**config.mk**
```make
export PLATFORM = sky130hd
export DESIGN_NAME = imm_pixel_streamer
export DESIGN_NICKNAME = d
export VERILOG_FILES = /design/src/rtl/imm_pkg.sv /design/src/rtl/imm_skid_buf.sv /design/src/rtl/imm_pixel_streamer.sv
export SDC_FILE = /design/constraint.sdc
export NUM_CORES = 1
export LEC_CHECK = 0
export BUFFER_PORTS_ARGS = -buffer_cell sky130_fd_sc_hd__buf_2
export CELL_PAD_IN_SITES_DETAIL_PLACEMENT = 0
export CELL_PAD_IN_SITES_GLOBAL_PLACEMENT = 2
export CORE_UTILIZATION = 25
export CTS_CLUSTER_DIAMETER = 80
export DETAILED_ROUTE_END_ITERATION = 6
export MAX_ROUTING_LAYER = met4
export PLACE_DENSITY = 0.65
export SKIP_CTS_REPAIR_TIMING = 1
export SYNTH_ARGS = -nofsm -noshare
export SYNTH_HDL_FRONTEND = slang
export SYNTH_SLANG_ARGS = --single-unit
```
**constraint.sdc**
```tcl
create_clock -name clk -period 2.1 [get_ports clk]
set_clock_uncertainty 0.1 [all_clocks]
set_input_delay 0.315 -clock clk [delete_from_list [all_inputs] [get_ports clk]]
set_output_delay 0.315 -clock clk [all_outputs]
set_load 0.05 [all_outputs]
```
**src/rtl/imm_pkg.sv**
```systemverilog
// imm_pkg: shared widths, FSM states and pixel beat type for the imm pixel streamer
package imm_pkg;
  localparam int PIX_W = 12;
  localparam int ROW_W = 9;
  localparam int COL_W = 8;
  typedef enum logic [1:0] {IDLE, RUN, DRAIN} state_t;
  typedef struct packed {
    logic [PIX_W-1:0] pixel;
    logic [ROW_W-1:0] row;
    logic [COL_W-1:0] col;
  } beat_t;
endpackage

```
**src/rtl/imm_skid_buf.sv**
```systemverilog
// imm_skid_buf: registered output stage backed by a 2-entry skid store; o_occ counts the store only
module imm_skid_buf #(
  parameter int W = 29
) (
  input  logic         clk,
  input  logic         rst_n,
  input  logic         i_valid,
  input  logic [W-1:0] i_data,
  output logic         o_valid,
  output logic [W-1:0] o_data,
  input  logic         i_ready,
  output logic [1:0]   o_occ
);
  logic [W-1:0] r_mem [2];
  logic [W-1:0] r_data;
  logic         r_valid, r_rd, r_wr;
  logic [1:0]   r_cnt;
  logic         w_load, w_take, w_direct, w_push;
  // the output register refills from the store first so beat order is kept
  assign w_load   = !r_valid | i_ready;
  assign w_take   = w_load & (r_cnt != 2'd0);
  assign w_direct = w_load & (r_cnt == 2'd0) & i_valid;
  assign w_push   = i_valid & !w_direct;
  assign o_valid  = r_valid;
  assign o_data   = r_data;
  assign o_occ    = r_cnt;
  always_ff @(posedge clk or negedge rst_n) begin
    if (!rst_n) begin
      r_valid  <= 1'b0;
      r_data   <= '0;
      r_mem[0] <= '0;
      r_mem[1] <= '0;
      r_rd     <= 1'b0;
      r_wr     <= 1'b0;
      r_cnt    <= 2'd0;
    end else begin
      if (w_load) r_valid <= w_take | i_valid;
      if (w_take) r_data <= r_mem[r_rd];
      else if (w_direct) r_data <= i_data;
      if (w_push) begin
        r_mem[r_wr] <= i_data;
        r_wr        <= ~r_wr;
      end
      if (w_take) r_rd <= ~r_rd;
      r_cnt <= r_cnt + {1'b0, w_push} - {1'b0, w_take};
    end
  end
endmodule

```
**src/rtl/imm_pixel_streamer.sv**
```systemverilog
// imm_pixel_streamer: raster-walks a frame in synchronous memory and streams pixels with
// coordinates and latched mask offsets over valid/ready
module imm_pixel_streamer
  import imm_pkg::*;
#(
  parameter int IMG_ROWS = 320,
  parameter int IMG_COLS = 240,
  parameter int ADDR_W   = 17
) (
  input  logic              clk,
  input  logic              rst_n,
  input  logic              start,
  input  logic [ROW_W-1:0]  mask_row_offset_in,
  input  logic [COL_W-1:0]  mask_col_offset_in,
  output logic              busy,
  output logic              frame_done,
  output logic              mem_rd_en,
  output logic [ADDR_W-1:0] mem_addr,
  input  logic [PIX_W-1:0]  mem_rd_data,
  output logic              pix_valid,
  input  logic              pix_ready,
  output logic [PIX_W-1:0]  image_pixel,
  output logic [ROW_W-1:0]  pixel_row,
  output logic [COL_W-1:0]  pixel_col,
  output logic [ROW_W-1:0]  mask_row_offset,
  output logic [COL_W-1:0]  mask_col_offset
);
  state_t            r_state, w_next;
  logic [ROW_W-1:0]  r_row, r_inf_row, r_mrow;
  logic [COL_W-1:0]  r_col, r_inf_col, r_mcol;
  logic [ADDR_W-1:0] r_addr;
  logic              r_inflight, r_done;
  logic [1:0]        w_occ;
  logic              w_start_ok, w_col_wrap, w_last_issue, w_last_pop;
  beat_t             w_in, w_out;
  assign w_start_ok   = (r_state == IDLE) & start;
  assign w_col_wrap   = r_col == COL_W'(IMG_COLS - 1);
  assign w_last_issue = mem_rd_en & w_col_wrap & (r_row == ROW_W'(IMG_ROWS - 1));
  // beats leave strictly in raster order, so the final coordinate marks the last pixel
  assign w_last_pop   = pix_valid & pix_ready & (r_state == DRAIN) &
                        (w_out.row == ROW_W'(IMG_ROWS - 1)) & (w_out.col == COL_W'(IMG_COLS - 1));
  assign mem_rd_en    = (r_state == RUN) && ((w_occ + {1'b0, r_inflight}) < 2'd2);
  assign mem_addr     = r_addr;
  assign busy         = r_state != IDLE;
  assign frame_done   = r_done;
  assign w_in         = {mem_rd_data, r_inf_row, r_inf_col};
  assign image_pixel  = w_out.pixel;
  assign pixel_row    = w_out.row;
  assign pixel_col    = w_out.col;
  assign mask_row_offset = r_mrow;
  assign mask_col_offset = r_mcol;
  always_comb begin
    w_next = r_state;
    if (r_state == IDLE && start) w_next = RUN;
    if (r_state == RUN && w_last_issue) w_next = DRAIN;
    if (r_state == DRAIN && w_last_pop) w_next = IDLE;
  end
  always_ff @(posedge clk or negedge rst_n) begin
    if (!rst_n) r_state <= IDLE;
    else r_state <= w_next;
  end
  always_ff @(posedge clk or negedge rst_n) begin
    if (!rst_n) begin
      r_row      <= '0;
      r_col      <= '0;
      r_addr     <= '0;
      r_mrow     <= '0;
      r_mcol     <= '0;
      r_inflight <= 1'b0;
      r_inf_row  <= '0;
      r_inf_col  <= '0;
      r_done     <= 1'b0;
    end else begin
      r_done     <= w_last_pop;
      r_inflight <= mem_rd_en;
      if (mem_rd_en) begin
        r_inf_row <= r_row;
        r_inf_col <= r_col;
      end
      if (w_start_ok) begin
        r_row  <= '0;
        r_col  <= '0;
        r_addr <= '0;
        r_mrow <= mask_row_offset_in;
        r_mcol <= mask_col_offset_in;
      end else if (mem_rd_en) begin
        r_addr <= r_addr + 1'b1;
        r_col  <= w_col_wrap ? '0 : r_col + 1'b1;
        if (w_col_wrap) r_row <= r_row + 1'b1;
      end
    end
  end
  imm_skid_buf #(.W($bits(beat_t))) u_skid (
    .clk     (clk),
    .rst_n   (rst_n),
    .i_valid (r_inflight),
    .i_data  (w_in),
    .o_valid (pix_valid),
    .o_data  (w_out),
    .i_ready (pix_ready),
    .o_occ   (w_occ)
  );
endmodule

```
==> impl_metrics.csv <==
group,metric,value,unit
grt,antenna_found_initial,0,
power_and_ir_drop,ir_worst_vdd,0.5082,mV
yosys,ys_top_cells_by_count,"164 x dfrtp_1, 151 x nand2_1, 57 x o21ai_0",
setup_path,r2r_end,"r_row[8]",
grt,grt-ovfl-total,0,
yosys,netlist_area,0.007326,mm^2
setup_path,start_kind,"register",
yosys,synth-main-ff-cell,"dfrtp_1",
sta,hold_viol,2,
drt,highest_layer,"met4",
min_path,min_from,"mask_col_offset_in[7]",
clock_network,cts.clk_slew.worst_paths,0.07,ns
yosys,yosysTopAreaCell,"dfrtp_1",
yosys,yosysSeqAreaShare,0.5602,
setup_path,r2r_slack,0.14,ns
yosys,netlist_instances,693,
run_status,violations,"negative hold slack",
floorplan,die_x,173.2,um
floorplan,dieArea,0.02999,mm^2
setup_path,reg2reg_depth,4,
floorplan,core,0.02878,mm^2
yosys,synth_area_leaders,"dfrtp_1 56%, nand2_1 7.7%, mux2_2 5.8%",
drt,wl_per_cell,14.89,um
drt,drcViolationCount,0,
clock_network,clkLatencyLatePin,0.43,ns
yosys,async_flop_share,1.000,
placed_design,dp_hpwl,12120,um
setup_path,startpoint,"u_skid.o_occ[1]",
power_and_ir_drop,cellPowerDensity,1540,mW/mm^2
final_layout,regArea,0.004105,mm^2
clock_network,cts_tree,"built",
sta,final.period_utilization,0.9353,
drt,routed_wl,18150,um
final_layout,nNetsFinal,860,
grt,grt_pass1_wl,30470,um
drt,dr_wl_met3,716,um
yosys,ys_types,53,
drt,drt-initial-drc-count,196,
floorplan,die_h,173.2,um
grt,grt_pass1_vias,5400,
floorplan,start_util,0.2545,
setup_path,cp_max_fo,7,
final_layout,area.growth.synth_to_final,25.96,%
min_path,hold_path_class,"in -> reg",
grt,grt_max_degree,43,
sta,fmax,0.5091,GHz
floorplan,ios,100,
sta,tightest_slew,0.7218,ns
placed_design,io_buffers,99,
sta,period_needed,1.964,ns
drt,ant_nets,0,
setup_path,path_class,"reg -> out",
job,maxCapViolCount,0,
drt,avgViaCountPerCell,4.472,
yosys,yosysTopAreaCellShare,0.5602,
drt,dr.pass1.iters,4,
setup_path,arrival,1.55,ns
yosys,syn_nets,731,
grt,grt.total_usage,0.1322,
drt,m1WireLength,9507,um
setup_path,critPathRequiredTime,1.68,ns
yosys,ys.warnings.count,0,
clock_network,clockRootBuffer,"clkbuf_16",
final_layout,fill_cells,3003,
sta,setup_viol,0,
sta,whs,-0.007233,ns
yosys,syn_avg_cell_area,10.57,um^2
sta,rsz0062_at_grt,"no",
yosys,synth_edf_count,0,
setup_path,cp-end-kind,"primary output",
min_path,min_path_cells,3,
power_and_ir_drop,p_leak,4.375,nW
run_status,status,"complete, but fails checks",
final_layout,multiInputGateArea,0.003005,mm^2
final_layout,drive_above_1_share,0.2599,
setup_path,rr_startpoint,"r_col[4]",
yosys,synth.most_common_cell,"dfrtp_1",
drt,vias,5451,
clock_network,clockBufferDepth,2,
yosys,synth_seq_cells,164,
drt,met2_length,7708,um
sta,maxSlewViolCount,0,
min_path,min_to,"mask_col_offset[7]",
clock_network,cts_made_buffers,17,
clock_network,htree_levels,4,
floorplan,fp-row-count,62,
final_layout,num_antenna_cells,0,
final_layout,finish.utilization,0.3206,
sta,relSlewSlack,0.5156,
placed_design,place.gp.congestion,0.7223,
clock_network,clock_sinks,164,
## stage by stage
step	total power [mW]	TNS (ns)	area, um^2	worst slack [ns]	std cells
after floorplan	9.434	0	7330	0.04925	693
after global placement	11.18	0	8466	0.1616	1169
after detailed placement	11.22	0	8466	0.1446	1169
after CTS	14.41	-0.04435	9046	-0.04435	1201
after global routing	15.29	0	9228	0.001434	1219
final	14.21	0	9228	0.1359	1219
## power breakdown
group | internal [mW] | leakage, nW | switching [mW] | total (mW)
registers | 4.36 | 2.10 | 0.849 | 5.21
clock network | 1.71 | 0.285 | 1.40 | 3.11
logic | 2.13 | 1.99 | 3.76 | 5.89
## kinds of logic after synthesis
family | count (synthesis) | synth area share
buf+inv | 49 | 0.03126
simple gates | 264 | 0.1670
compound gates | 116 | 0.09428
xor+xnor | 6 | 0.007175
flops | 164 | 0.5602
fa+ha+maj | 5 | 0.008540
mux | 89 | 0.1315
## worst max-delay path by stage
stage          depth (start not counted)            to  slack (ns)
3_3_place_gp                           6      r_row[3]        0.16
5_1_grt                                6      r_row[3]       0.001
6_report                               4     mem_rd_en        0.14
2_1_floorplan                          5  mem_addr[14]        0.05
3_5_place_dp                           6      r_row[3]        0.14
4_1_cts                                4     mem_rd_en       -0.04
## state kept, by name, summed over array words and instances (netlist names), 2 cells and up
register         count
mask_col_offset      8
mask_row_offset      9
mem_addr            17
r_col                8
r_inf_col            8
r_inf_row            9
r_row                9
r_state              2
u_skid.o_data       29
u_skid.o_occ         2
u_skid.r_mem        58
## layout make-up
type / instances / area share
Clock buffer: 19 / 0.04800
Clock inverter: 13 / 0.01492
Inverter: 8 / 0.003254
Multi-Input combinational cell: 480 / 0.3257
Sequential cell: 164 / 0.4449
Tap cell: 384 / 0.05207
Timing Repair Buffer: 151 / 0.1112
## routing by layer
layer,vias to the layer above,global-route usage
li1,2691,-
met1,2633,0.1835
met2,112,0.1895
met3,15,0.03232
met4,0,0.03835
met5,-,-
## worst max-delay path: stages (launching register included)
cell	delay, ns
dfrtp_1	0.44
nand3b_1	0.28
nand3_1	0.18
inv_2	0.08
buf_6	0.15
## placed cells by master (no fill, tap or decap), types with 6 or more instances in the layout
cell type and count:
o31ai_1 10, nor2_1 11, mux2_2 38, a21oi_1 18, o21ai_0 57, buf_2 97
or4_1 8, clkbuf_16 17, buf_12 7, or3_1 8, mux2_1 20, mux2i_1 31
dlygate4sd3_1 16, o21ai_1 10, nand4_1 11, inv_1 6, buf_4 29, nand3_1 44
nand2_1 151, dfrtp_1 163
Power figures use the tool's default switching activity.
